File: src/rtl/pwm_rom_sequencer.sv
// pwm_rom_sequencer
//   Reader side of the switching-state ROM. Issues ROM reads at a programmable
//   sample rate (one read every div+1 clocks), walks the table 0..LAST_ADDR
//   with wrap-around, absorbs the ROM's 1-cycle registered read latency and
//   presents the three 4-bit switching words as aligned gate commands.
//
// Ports
//   clk          clock, shared with the ROM
//   rst          synchronous active-high reset
//   start        level; leaves IDLE and starts reading at address 0
//   stop         level; halts reads, lets an in-flight read finish, then
//                clears the gate commands (stop beats start in IDLE)
//   div          sample divider, picked up on every prescaler reload
//   rom_en       ROM read enable (registered)
//   rom_addr     ROM read address (registered)
//   rom_out1..3  ROM data, valid one cycle after rom_en
//   sw1..sw3     registered switching words, phases 1..3
//   sw_valid     one-cycle pulse when sw1..3 update
//   period_tick  pulses with the sw_valid of the LAST_ADDR sample
//   busy         high in RUN and DRAIN
module pwm_rom_sequencer #(
  parameter int unsigned       ADDR_W    = 16,
  parameter logic [ADDR_W-1:0] LAST_ADDR = '1,
  parameter int unsigned       DIV_W     = 16
) (
  input  logic              clk,
  input  logic              rst,
  input  logic              start,
  input  logic              stop,
  input  logic [DIV_W-1:0]  div,
  output logic              rom_en,
  output logic [ADDR_W-1:0] rom_addr,
  input  logic [3:0]        rom_out1,
  input  logic [3:0]        rom_out2,
  input  logic [3:0]        rom_out3,
  output logic [3:0]        sw1,
  output logic [3:0]        sw2,
  output logic [3:0]        sw3,
  output logic              sw_valid,
  output logic              period_tick,
  output logic              busy
);

  localparam int STAGES = 2;

  typedef enum logic [1:0] {IDLE, RUN, DRAIN} state_t;

  state_t            state, state_nx;
  logic [DIV_W-1:0]  presc, presc_nx;
  logic [DIV_W-1:0]  div_q, div_nx;
  logic [ADDR_W-1:0] addr_nx;
  logic              issue;
  logic              to_idle;

  // Read tracking: [0] is the read being presented to the ROM (rom_en),
  // [1] is the read whose data is on rom_out*, [2] is the sw_valid pulse.
  // last_pipe shadows it with a "this read was LAST_ADDR" flag.
  logic [STAGES:0] vld_pipe;
  logic [STAGES:0] last_pipe;

  assign rom_en      = vld_pipe[0];
  assign sw_valid    = vld_pipe[STAGES];
  assign period_tick = last_pipe[STAGES];
  assign busy        = (state != IDLE);
  assign to_idle     = (state != IDLE) && (state_nx == IDLE);

  // State register
  always_ff @(posedge clk) begin
    if (rst) state <= IDLE;
    else     state <= state_nx;
  end

  // Next state. A read is still outstanding at a stop if it is on the ROM
  // port now (rom_en) or its data is being captured at this edge
  // (vld_pipe[1]); DRAIN holds until no capture remains so the final
  // sw_valid is shown before the words are cleared.
  always_comb begin
    state_nx = state;
    unique case (state)
      IDLE:    if (start && !stop) state_nx = RUN;
      RUN:     if (stop) state_nx = (rom_en || vld_pipe[1]) ? DRAIN : IDLE;
      DRAIN:   if (!vld_pipe[1]) state_nx = IDLE;
      default: state_nx = IDLE;
    endcase
  end

  // Read issue / prescaler / address next values. rom_addr holds the most
  // recently issued address; the next issue uses its successor.
  always_comb begin
    issue    = 1'b0;
    addr_nx  = rom_addr;
    presc_nx = presc;
    div_nx   = div_q;
    unique case (state)
      IDLE: begin
        addr_nx = '0;
        if (state_nx == RUN) begin
          issue    = 1'b1;
          presc_nx = '0;
          div_nx   = div;
        end
      end
      RUN: begin
        if (!stop) begin
          if (presc == div_q) begin
            issue    = 1'b1;
            presc_nx = '0;
            div_nx   = div;
            addr_nx  = (rom_addr == LAST_ADDR) ? '0 : rom_addr + 1'b1;
          end else begin
            presc_nx = presc + 1'b1;
          end
        end
      end
      default: ;
    endcase
    if (to_idle) addr_nx = '0;
  end

  // Datapath registers
  always_ff @(posedge clk) begin
    if (rst) begin
      vld_pipe  <= '0;
      last_pipe <= '0;
      presc     <= '0;
      div_q     <= '0;
      rom_addr  <= '0;
      sw1       <= '0;
      sw2       <= '0;
      sw3       <= '0;
    end else begin
      vld_pipe  <= {vld_pipe[STAGES-1:0], issue};
      last_pipe <= {last_pipe[STAGES-1:0], issue && (addr_nx == LAST_ADDR)};
      presc     <= presc_nx;
      div_q     <= div_nx;
      rom_addr  <= addr_nx;
      // Never both in one cycle: IDLE is only entered once no capture remains.
      if (vld_pipe[1]) begin
        sw1 <= rom_out1;
        sw2 <= rom_out2;
        sw3 <= rom_out3;
      end else if (to_idle) begin
        sw1 <= '0;
        sw2 <= '0;
        sw3 <= '0;
      end
    end
  end

endmodule

File: config.mk
export PLATFORM = sky130hd
export DESIGN_NAME = pwm_rom_sequencer
export DESIGN_NICKNAME = d
export VERILOG_FILES = /design/src/rtl/pwm_rom_sequencer.sv
export SDC_FILE = /design/constraint.sdc
export NUM_CORES = 1
export LEC_CHECK = 0
export ABC_AREA = 1
export CAP_MARGIN = 20
export CORE_AREA = 10 10 112 114
export DETAILED_ROUTE_END_ITERATION = 10
export DIE_AREA = 0 0 122 124
export SYNTH_ARGS = -nofsm -noshare
export SYNTH_HDL_FRONTEND = slang
export SYNTH_SLANG_ARGS = --single-unit
export TNS_END_PERCENT = 5
File: constraint.sdc
create_clock -name clk -period 2.2 [get_ports clk]
set_input_delay 0.44 -clock clk [delete_from_list [all_inputs] [get_ports clk]]
set_output_delay 0.44 -clock clk [all_outputs]
set_load 0.005 [all_outputs]
---- Word-level counts from Yosys, hierarchy flattened ----
Index checks and enable logic that the tools add are counted.
word-level totals
  bits in registers ....................... 68
  input bits .............................. 32
  output and inout bits ................... 32
  word-level logic and storage cells ...... 58
operators by class
  $add $sub $neg .......................... 2
  equal/unequal tests ..................... 9
  mux-type cells .......................... 26
  reduce and logical (&&, ||, !) cells .... 12
operator list
  operator                 number
  $mux W16                 10
  $pmux W16 S2             3
  $add A16 B1 Y16 const B  2
  $eq A16 B16 Y1 const B   2
  $eq A16 B16 Y1           1
  $mux W4                  4
  $mux W2                  4
  $ne A2 B2 Y1 const B     3
  $pmux W2 S3              1
  $reduce_bool A2 Y1       3
  $eq A2 B1 Y1 const B     2
  $logic_not A2 Y1         2
  $reduce_and A4 Y1        1
  $logic_and A1 B1 Y1      3
  $mux W1                  3
  $reduce_and A3 Y1        1
  $eq A2 B2 Y1 const B     1
  $pmux W1 S2              1
  $logic_not A1 Y1         1
  $logic_or A1 B1 Y1       1

---- Logic depth before layout (Yosys ltp) ----
Gate-level depths: netlist (run 1).
  depth after elaboration ................. 9
  depth in mapped cells ................... 16
  gate-level depth less buffers ........... 16

---- Worst setup path before layout (run 1) ----
Ideal clock, no wire load.
  path kind ............................... register to register
  start point ............................. reg rom_addr[0]
  end point ............................... reg last_pipe[0]
  setup time .............................. 0.064 ns
  arrival ................................. 1.776 ns
  required time ........................... 2.136 ns
  setup slack ............................. 0.360 ns
  cell stages (with the launch flop) ...... 14
  path buffers ............................ 0
  period minus slack after synthesis ...... 1.840 ns
  cells stage by stage .................... dfxtp_1 -> ha_1 -> nand2_1 -> nor2_1 -> nand2_1 -> nor3b_1 -> nand3_1 -> nand2_1 -> nand3b_1 -> nor2_1 -> nand3_1 -> nor2_1 -> nand3_1 -> nor2_1
on the way
  cells in the longest elaborated chain, start to end .. 8
  elaborated cells between the ends (all ways) .. 9
  classes of those cells .................. 1 x add/sub; 2 x eq/ne; 5 x mux; 1 x reduce/logical
RTL lines
  element                                                   RTL line  text
  start: declaration                                        32        output logic [ADDR_W-1:0] rom_addr,
  start signal: assignment                                  136       rom_addr <= addr_nx;
  $add A16 B1 Y16 / $eq A16 B16 Y1 (equally long branches)  109       addr_nx = (rom_addr == LAST_ADDR) ? '0 : rom_addr + 1'b1;
  $mux W16                                                  109
  $mux W16                                                  105       if (presc == div_q) begin
  $mux W16                                                  104       if (!stop) begin
  $pmux W16 S2 *                                            94        unique case (state)
  $mux W16 *                                                117       if (to_idle) addr_nx = '0;
  $eq A16 B16 Y1 *                                          133       last_pipe <= {last_pipe[STAGES-1:0], issue && (addr_nx == LAST_ADDR)};
  $logic_and A1 B1 Y1 *                                     133
  end signal: assignment                                    133
  end: declaration                                          59        logic [STAGES:0] last_pipe;
Mark *: on every way between the ends. The rest lies on a longest branch, timed or not.
A chain may end at the register's enable or synchronous reset.

---- Worst setup path after layout (run 1) ----
  start point ............................. reg state[1]
  end point ............................... out busy
on the way
  cells in the longest elaborated chain, start to end .. 1
RTL lines
  element                   RTL line  text
  start: declaration        48        state_t state, state_nx;
  start signal: assignment  70        else state <= state_nx;
  $reduce_bool A2 Y1        64        assign busy = (state != IDLE);
  end: declaration          41        output logic busy
No other way between the ends.

==> results of run 1 <==
==> through the flow <==
step           cells  worst slack [ns]  hold WS (ns)  instance area [sq um]  utilization [%]
6_report         783             0.165         0.405                   4820             47.1
5_1_grt          783           -0.0785         0.425                   4820             47.1
2_1_floorplan    543             0.360         0.388                   3520                -
3_3_place_gp     767            0.0449         0.393                   4560             44.6
4_1_cts          783            0.0768         0.405                   4790             46.8
3_5_place_dp     767          -0.00493         0.395                   4560             44.6
==> layout by cell type (no fill, tap or decap), types with 3 or more instances in the layout <==
cell and count:
nand2_1 161, nor2_1 68, inv_1 66, clkdlybuf4s50_1 63, dfxtp_1 60, buf_4 39
o21ai_0 37, a21oi_1 36, nand3_1 16, nor3_1 16, nand4_1 11, clkbuf_8 10
dfxtp_2 8, inv_2 4, xor2_1 4, nor2_2 3, nand2_2 3, o21bai_2 3
a21boi_0 3, nor3_2 3, a211oi_1 3
==> worst reg2reg max path: stages, from the launching register on <==
cell and delay, ns:
dfxtp_1 0.35, inv_1 0.10, nand2_1 0.07, nand2_1 0.06, nor2_2 0.13, nand2_2 0.10
nor2_8 0.17, nand2_2 0.11, nor2_2 0.12, buf_4 0.16, o21ai_0 0.07, a21oi_1 0.20
nand2_1 0.09, nor2_1 0.09, nand3_1 0.07, nor2_1 0.08
==> cell type report <==
| type | count | area [sq um] |
|---|---|---|
| fill | 1024 | 5410 |
| multi-input combinational | 390 | 1850 |
| sequential | 68 | 1370 |
| timing repair buffer | 103 | 943 |
| inverter | 70 | 263 |
| tap | 136 | 170 |
| clock buffer | 10 | 138 |
| clock inverter | 6 | 86.3 |
==> cell families after synthesis <==
kind of cell	count (synthesis)	share of synthesized area [%]
adder cells (fa/ha/maj)	2	0.711
AO/OA/AOI/OAI	94	15.0
buffers and inverters	85	9.39
AND/OR/NAND/NOR	290	35.2
XOR/XNOR	4	0.996
flip-flops	68	38.7
==> power breakdown <==
part	switching [mW]	internal, mW	total, mW
Sequential	0.0190	1.26	1.28
Combinational	0.186	0.156	0.342
Clock	0.493	0.669	1.16
Total	0.698	2.09	2.79
==> routing by layer <==
layer | vias up | global-route usage [%] | share of wire [%]
met1 | 1666 | 16.6 | 45
met5 | - | 0 | 0
met2 | 128 | 21.2 | 47
met4 | 0 | 5.44 | 1.1
li1 | 1929 | - | -
met3 | 7 | 3.08 | 7.4
==> synthesized netlist by cell type, drive strengths merged <==
| cell type | n |
|---|---|
| nor4 | 2 |
| nand3 | 18 |
| a21boi | 3 |
| clkbuf | 11 |
| ha | 2 |
| xor2 | 4 |
| a22oi | 1 |
| a21oi | 37 |
| o21ai | 39 |
| dfxtp | 68 |
| a211oi | 3 |
| nand4 | 11 |
| nor2 | 73 |
| nand2 | 164 |
| a21o | 1 |
| o21bai | 5 |
| o21a | 2 |
| nand3b | 2 |
| inv | 70 |
| nor3 | 19 |
| nor3b | 1 |
| buf | 4 |
| o211ai | 1 |
| o22ai | 2 |
==> timing repair <==
item | 4_1_cts | 5_1_grt
hold buffers | 0 | 0
hold endpoints to repair | 0 | 0
gates resized for setup | 0 | 14
endpoints found under the setup margin | 0 | 6
==> final timing paths <==
check	endpoint	cells after the start
max reg2reg	last_pipe[0]$_SDFF_PP0_	15
min reg2reg	last_pipe[2]$_SDFF_PP0_	2
min	last_pipe[2]$_SDFF_PP0_	2
max	busy	3
==> registers in the layout (all words and copies together) (netlist names) <==
name / count
presc: 16
div_q: 16
rom_addr: 16
sw2: 4
sw3: 4
vld_pipe: 3
sw1: 4
last_pipe: 3
state: 2
==> flow_summary.json, run 1 <==
{
  "postSynthCellCount": 543,
  "skew_ns": 0.0117,
  "clock_latency_ns": 0.34,
  "tritoncts": "yes",
  "core-area_sq_mm": 0.0102,
  "clkSinkCount": 68,
  "critPathMaxFanout": 8,
  "fraction_of_post_synthesis_cell_area_in_the_top_cell_type_by_area_pct": 38.7,
  "grt_setup_unrepaired": "true",
  "slew-limit-headroom_pct": 46.9,
  "dieWidth_um": 122,
  "dr.first_iter.drc_count": 272,
  "vias_in_the_first_global_route": 3563,
  "synth.area.top_cells": "dfxtp_1 39%, nand2_1 17%, nor2_1 7.4%, inv_1 7.0%, o21ai_0 5.3%",
  "synth_area_per_cell_sq_um": 6.48,
  "drt-vias-per-instance": 4.76,
  "count_of_endpoints_failing_setup_in_the_final_report": 0,
  "worstSetupStartpoint": "state[1]$_SDFF_PP0_",
  "diodes": 0,
  "grt_max_degree": 32,
  "clk_root_buffer_cell": "clkbuf_8",
  "cpPeakStageDelay_ns": 0.54,
  "clock_buffer_count_from_cts": 9,
  "cp.required_ns": 1.76,
  "p_per_area_mw_per_mm2": 578,
  "min-delay-start": "last_pipe[1]$_SDFF_PP0_",
  "floorplan.initialDensity_pct": 34.4,
  "path_buf_inv": 2,
  "globalRouteTotalUtil_pct": 13.2,
  "ys_types": 34,
  "grt_first_pass_wirelength_mm": 16.4,
  "remaining_drc_errors": 0,
  "worst_ep_arrival_time_ns": 1.60,
  "synth.yosys.warnings": 0,
  "leakage_nw": 1.89,
  "dp_hpwl_mm": 7.56,
  "io_buffer_count": 63,
  "worst-setup-path-type": "flip-flop to output port",
  "post-route-min-period_ns": 2.04,
  "areaGrowthSynthToFinish_pct": 37.1,
  "r2r_slack_ns": 0.16,
  "report.final.slew_viol_count": 0,
  "synth.largest_area_cell": "dfxtp_1",
  "grt_antenna_before_repair": 0,
  "post_cts_setup_buffers": 0,
  "synth_fp_nets": 577,
  "drv.max_cap_violation_count": 0,
  "die-height_um": 124,
  "clock_path_buffers": 2,
  "timing.critical_path.slowest_stage_cell": "clkdlybuf4s50_1",
  "start_kind": "flip-flop",
  "wl_mm": 9.92,
  "finalNetCount": 676,
  "synth_seq_cells": 68,
  "remaining_global_route_overflow": 0,
  "fin_total_pwr_mw": 2.79,
  "path_clk_slew_ns": 0.07,
  "timing.fmax_mhz": 491,
  "final_min_period_over_clock_period_pct": 92.5,
  "route.detailed.wl_per_inst_um": 12.7,
  "gp_congestion": 0.944,
  "die_area_sq_mm": 0.0151,
  "outcome": "finished, final reports clean",
  "setup_tns_ns": 0,
  "cts-htree-levels": 3,
  "crit_path_end_kind": "output port",
  "crit-reg2reg-launch": "presc[2]$_SDFFE_PP0P_",
  "family_with_the_most_delay_on_the_worst_path": "buffers and inverters",
  "hold_violations": 0,
  "crit_path_cell_trace": "nor2_1 -> inv_1 -> clkdlybuf4s50_1",
  "synth-seq-area-share_pct": 38.7,
  "antenna_violating_nets_post_route": 0,
  "final_layout_size_suffix_gt1_share_pct": 13.3,
  "io_pins": 64,
  "timing.hold.worst.class": "flip-flop to flip-flop",
  "syn-cell-area_sq_mm": 0.00352,
  "peakVddDrop_mv": 0.338,
  "drt-pass1-iter-count": 5,
  "worst-slew-pin-transition_ns": 0.793,
  "vias": 3730,
  "rows": 37
}
Power figures use the tool's default switching activity.
==> run 2, diff against run 1 <==
--- a/config.mk
+++ b/config.mk
@@ -5,11 +5,11 @@
 export SDC_FILE = /design/constraint.sdc
 export NUM_CORES = 1
 export LEC_CHECK = 0
-export ABC_AREA = 1
+export ABC_AREA = 0
 export CAP_MARGIN = 20
-export CORE_AREA = 10 10 112 114
+export CORE_AREA = 10 10 108 110
 export DETAILED_ROUTE_END_ITERATION = 10
-export DIE_AREA = 0 0 122 124
+export DIE_AREA = 0 0 118 120
 export SYNTH_ARGS = -nofsm -noshare
 export SYNTH_HDL_FRONTEND = slang
 export SYNTH_SLANG_ARGS = --single-unit
==> constraint.sdc (replaced) <==
create_clock -name clk -period 2.2 [get_ports clk]
set_input_delay 0.22 -clock clk [delete_from_list [all_inputs] [get_ports clk]]
set_output_delay 0.22 -clock clk [all_outputs]
set_load 0.005 [all_outputs]
==> flow_summary.json, run 2 <==
{
  "synth.largest_area_cell": "dfxtp_1",
  "ys_dominant_reg_cell": "dfxtp_1",
  "syn-cell-area_sq_mm": 0.00325,
  "areaGrowthSynthToFinish_pct": 51.1,
  "synth-seq-area-share_pct": 41.9,
  "post_synth_most_frequent_cells": "68 x dfxtp_1, 58 x nor2_1, 25 x nand2_1, 24 x xor2_1, 19 x mux2i_1",
  "vias_in_the_first_global_route": 3189,
  "final_layout_size_suffix_gt1_share_pct": 23.7,
  "synth_area_per_cell_sq_um": 8.97,
  "synth_seq_cells": 68,
  "grt_antenna_before_repair": 0,
  "rows": 36,
  "finalNetCount": 536,
  "synth.yosys.warnings": 0,
  "clock_latency_ns": 0.35,
  "postSynthCellCount": 362,
  "die-height_um": 120,
  "drt-vias-per-instance": 5.04,
  "timing.hold.worst.class": "flip-flop to flip-flop",
  "final_min_period_over_clock_period_pct": 106,
  "yosys.cell_count.top_type": "dfxtp_1",
  "synth.area.top_cells": "dfxtp_1 42%, nor2_1 6.7%, xor2_1 6.5%, mux2i_1 5.9%, a22o_1 3.5%",
  "worst_ep_arrival_time_ns": 2.60,
  "clkSinkCount": 68,
  "p_per_area_mw_per_mm2": 598,
  "layout.cells.most_common": "buf_4",
  "globalRouteTotalUtil_pct": 13.8,
  "synth_fp_nets": 396,
  "crit_path_end_kind": "flip-flop",
  "slack_of_the_critical_path_ns": -0.137,
  "cp.required_ns": 2.46,
  "drv.max_cap_violation_count": 0,
  "floorplan.initialDensity_pct": 34.0,
  "cts-htree-levels": 3,
  "report.final.slew_viol_count": 0,
  "grt_setup_unrepaired": "true",
  "asyncSetResetFlopFracSynth_pct": 0,
  "remaining_global_route_overflow": 0,
  "diodes": 0,
  "tritoncts": "yes",
  "dr.first_iter.drc_count": 160,
  "final_cell_area_excluding_filler_cells_sq_mm": 0.00490,
  "route.detailed.wl_per_inst_um": 15.5,
  "worst-setup-path-type": "flip-flop to flip-flop",
  "leakage_nw": 2.01,
  "failed_checks": "setup timing",
  "slew-limit-headroom_pct": 40.6,
  "start_kind": "flip-flop",
  "path_clk_slew_ns": 0.08,
  "grt_first_pass_wirelength_mm": 16.0,
  "clock_buffer_count_from_cts": 9,
  "drt-pass1-iter-count": 7,
  "antenna_violating_nets_post_route": 0,
  "commonest_non_fill_non_tap_cells_in_the_layout": "78 x buf_4, 65 x dfxtp_1, 63 x clkdlybuf4s50_1",
  "placed_cells": 623,
  "core-area_sq_mm": 0.00955,
  "reg.largest.list": "div_q x16, presc x16, rom_addr x16",
  "final_cell_count_no_fill": 640,
  "vias": 3228,
  "dp_hpwl_mm": 7.60,
  "die_area_sq_mm": 0.0142,
  "io_buffer_count": 63,
  "layout.filler_cells": 900,
  "synth-edff-count": 0,
  "io_pins": 64,
  "dieWidth_um": 118,
  "fraction_of_post_synthesis_cell_area_in_the_top_cell_type_by_area_pct": 41.9,
  "clock_path_buffers": 2,
  "grt_max_degree": 17,
  "post_dp_cell_area_sq_mm": 0.00458,
  "ys_types": 50,
  "remaining_drc_errors": 0,
  "hold_violations": 0,
  "outcome": "complete, but fails checks",
  "peakVddDrop_mv": 0.281,
  "post-route-min-period_ns": 2.34,
  "gp_congestion": 0.959,
  "clk_root_buffer_cell": "clkbuf_8",
  "count_of_endpoints_failing_setup_in_the_final_report": 1,
  "worst-slew-pin-transition_ns": 0.888,
  "skew_ns": 0.0123,
  "timing.fmax_mhz": 428,
  "wl_mm": 9.92,
  "critPathMaxFanout": 2
}
## run 2: what timing repair did
action                                  in CTS  in global routing
gates resized for setup                      5                 10
hold buffers                                 0                  0
endpoints found under the setup margin      31                 35
pin swaps                                    3                  4
buffers inserted                             1                  0
hold endpoints to repair                     0                  0
## run 2: logic make-up after synthesis
logic type | synth area share, %
simple gates | 26.8
flops | 41.9
compound gates | 12.3
xor+xnor | 8.87
buf+inv | 3.55
mux | 5.86
fa+ha+maj | 0.771
## run 2: worst max-delay path, stage by stage, from the launching register on
cell and delay [ns]:
dfxtp_1 0.33, xor2_1 0.17, nor4_2 0.33, nand4_1 0.20, or4_4 0.53, a221oi_4 0.27, nand4b_1 0.15, nor4_2 0.28
## run 2: worst paths after layout
| path | from | end | slack, ns | cells after the start |
|---|---|---|---|---|
| worst max-delay path | div_q[8]$_SDFFE_PP0P_ | last_pipe[0]$_SDFF_PP0_ | -0.14 | 7 |
| worst min-delay path | last_pipe[1]$_SDFF_PP0_ | last_pipe[2]$_SDFF_PP0_ | 0.44 | 1 |
| worst max register to register | div_q[8]$_SDFFE_PP0P_ | last_pipe[0]$_SDFF_PP0_ | -0.14 | 7 |
| worst min register to register | last_pipe[1]$_SDFF_PP0_ | last_pipe[2]$_SDFF_PP0_ | 0.44 | 1 |
## run 2: cell type report
class	count	area, sq um	share of cell area (%)
Tap cell	133	166	3.39
Timing Repair Buffer	147	1290	26.4
Sequential cell	68	1370	27.8
Clock inverter	7	124	2.53
Multi-Input combinational cell	272	1820	37.1
Clock buffer	9	124	2.53
Inverter	4	15.0	0.306
## run 2: per-stage QoR
step | setup WS, ns | utilization [%] | hold WS (ns) | TNS [ns] | power (mW)
3_3_place_gp | -0.204 | 48.0 | 0.428 | -0.323 | 1.65
2_1_floorplan | 0.0142 | - | 0.353 | 0 | 1.46
6_report | -0.137 | 51.4 | 0.441 | -0.137 | 2.93
5_1_grt | -0.209 | 51.4 | 0.455 | -0.358 | 3.04
3_5_place_dp | -0.251 | 48.0 | 0.426 | -0.607 | 1.65
4_1_cts | -0.139 | 50.9 | 0.445 | -0.139 | 2.95
## run 2: power breakdown
part           switching (mW)  internal [mW]
logic                   0.175          0.201
clock network           0.520          0.760
registers              0.0197           1.26
## run 2: layer usage
layer	routed length (um)	vias up	track usage [%]
li1	-	1576	-
met1	4160	1508	15.6
met3	550	26	3.38
met4	350	0	8.04
met2	4860	118	23.3
met5	0	-	0
==> run 3, diff against run 2 <==
==> constraint.sdc (replaced) <==
create_clock -name clk -period 2.65 [get_ports clk]
set_input_delay 0.265 -clock clk [delete_from_list [all_inputs] [get_ports clk]]
set_output_delay 0.265 -clock clk [all_outputs]
set_load 0.005 [all_outputs]
==> flow_summary.json, run 3 (synthesis results as in run 2) <==
{
  "vias": 2951,
  "start_kind": "flip-flop",
  "core-area_sq_mm": 0.00955,
  "hold_violations": 0,
  "grt_first_pass_wirelength_mm": 14.8,
  "io_pins": 64,
  "die-height_um": 120,
  "timing.hold.worst.class": "flip-flop to flip-flop",
  "cpPeakStageDelay_ns": 0.41,
  "dp_hpwl_mm": 6.92,
  "skew_ns": 0.0121,
  "floorplan.initialDensity_pct": 34.0,
  "io_buffer_count": 63,
  "timing.fmax_mhz": 410,
  "grt_setup_unrepaired": "false",
  "critPathMaxFanout": 12,
  "cp.required_ns": 2.92,
  "family_with_the_most_delay_on_the_worst_path": "simple AND/OR/NAND/NOR gates",
  "post_route_worst_hold_slack_ns": 0.438,
  "clkSinkCount": 68,
  "rows": 36,
  "crit_path_cell_trace": "xor2_1 -> nor4_2 -> nand4_1 -> buf_4 -> nor3_1 -> and4b_1 -> nand4b_1 -> nor4_2",
  "gp_congestion": 0.925,
  "die_area_sq_mm": 0.0142,
  "layout.filler_cells": 964,
  "met2_usage_pct": 22.1,
  "worst-setup-path-type": "flip-flop to flip-flop",
  "antenna_violating_nets_post_route": 0,
  "wl_mm": 9.11,
  "slew-limit-headroom_pct": 41.0,
  "grt-busiest-layer": "met2",
  "drt-vias-per-instance": 5.08,
  "diodes": 0,
  "final_min_period_over_clock_period_pct": 92.0,
  "peakVddDrop_mv": 0.336,
  "global_route.usage.met1_pct": 14.4,
  "vias_in_the_first_global_route": 2978,
  "drt-pass1-iter-count": 5,
  "grt_antenna_before_repair": 0,
  "finalNetCount": 477,
  "tritoncts": "yes",
  "commonest_non_fill_non_tap_cells_in_the_layout": "68 x dfxtp_1, 63 x clkdlybuf4s50_1, 58 x nor2_1",
  "remaining_global_route_overflow": 0,
  "final_layout_size_suffix_gt1_share_pct": 12.3,
  "worst-slew-pin-transition_ns": 0.883,
  "leakage_nw": 1.68,
  "worst_ep_arrival_time_ns": 2.70,
  "report.final.slew_viol_count": 0,
  "post_cts_setup_buffers": 0,
  "grt_max_degree": 17,
  "count_of_endpoints_failing_setup_in_the_final_report": 0,
  "outcome": "finished, final reports clean",
  "reg.largest.list": "div_q x16, presc x16, rom_addr x16",
  "setup_tns_ns": 0,
  "timing.critical_path.slowest_stage_cell": "nor3_1",
  "met3_usage_pct": 3.38,
  "clock_path_buffers": 2,
  "layout.cells.most_common": "dfxtp_1",
  "path_buf_inv": 1,
  "final_cell_area_excluding_filler_cells_sq_mm": 0.00437,
  "areaGrowthSynthToFinish_pct": 34.7,
  "post_dp_cell_area_sq_mm": 0.00413,
  "route.detailed.wl_per_inst_um": 15.7,
  "dieWidth_um": 118,
  "post-route-min-period_ns": 2.44,
  "clock_latency_ns": 0.34,
  "globalRouteTotalUtil_pct": 12.6,
  "path_common_cell": "nor4_2",
  "cts-htree-levels": 3,
  "dr.first_iter.drc_count": 147,
  "remaining_drc_errors": 0,
  "crit_path_end_kind": "flip-flop",
  "clk_root_buffer_cell": "clkbuf_8",
  "p_per_area_mw_per_mm2": 513,
  "fin_total_pwr_mw": 2.24,
  "drv.max_cap_violation_count": 0,
  "clock_buffer_count_from_cts": 9,
  "path_clk_slew_ns": 0.08
}
[run 3: changes by cell type in the layout (fill, tap and decap cells not counted), sizes merged]
cell / before / now
buf: 84 / 25
inv: 5 / 4
bufinv: 3 / 2
clkinv: 2 / 4
[run 3: through the flow]
stage          setup WS (ns)  util [%]  instances
2_1_floorplan          0.430         -        362
3_3_place_gp           0.132      43.3        565
3_5_place_dp          0.0993      43.3        565
4_1_cts               0.0778      45.5        581
5_1_grt              0.00791      45.8        581
6_report               0.211      45.8        581
[run 3: routing by layer]
layer  vias up  part of all wire, %
met1      1379                   42
li1       1452                    -
met3        18                  5.8
met4         0                  1.9
met5         -                    0
met2       102                   50
[run 3: layout make-up]
type	instances	area, sq um	area share (%)
repair buffers	88	818	18.7
clock inverters	7	91.3	2.09
flip-flops and latches	68	1360	31.1
multi-input cells	272	1790	41.1
inverters	4	15.0	0.344
well taps	133	166	3.81
clock buffers	9	124	2.83
[run 3: power by group]
group / total [mW] / switching (mW) / internal, mW
clock network: 0.934 / 0.408 / 0.526
registers: 1.06 / 0.0178 / 1.04
logic: 0.249 / 0.126 / 0.123
[run 3: final timing paths]
kind | from | endpoint | slack [ns] | cells after the start
max | presc[9]$_SDFFE_PP0P_ | last_pipe[0]$_SDFF_PP0_ | 0.21 | 8
min | last_pipe[1]$_SDFF_PP0_ | last_pipe[2]$_SDFF_PP0_ | 0.44 | 1
max reg2reg | presc[9]$_SDFFE_PP0P_ | last_pipe[0]$_SDFF_PP0_ | 0.21 | 8
min reg2reg | last_pipe[1]$_SDFF_PP0_ | last_pipe[2]$_SDFF_PP0_ | 0.44 | 1
[run 3: what timing repair did]
item	CTS	global route
setup endpoints to repair	0	1
hold buffers	0	0
gates resized for setup	0	4
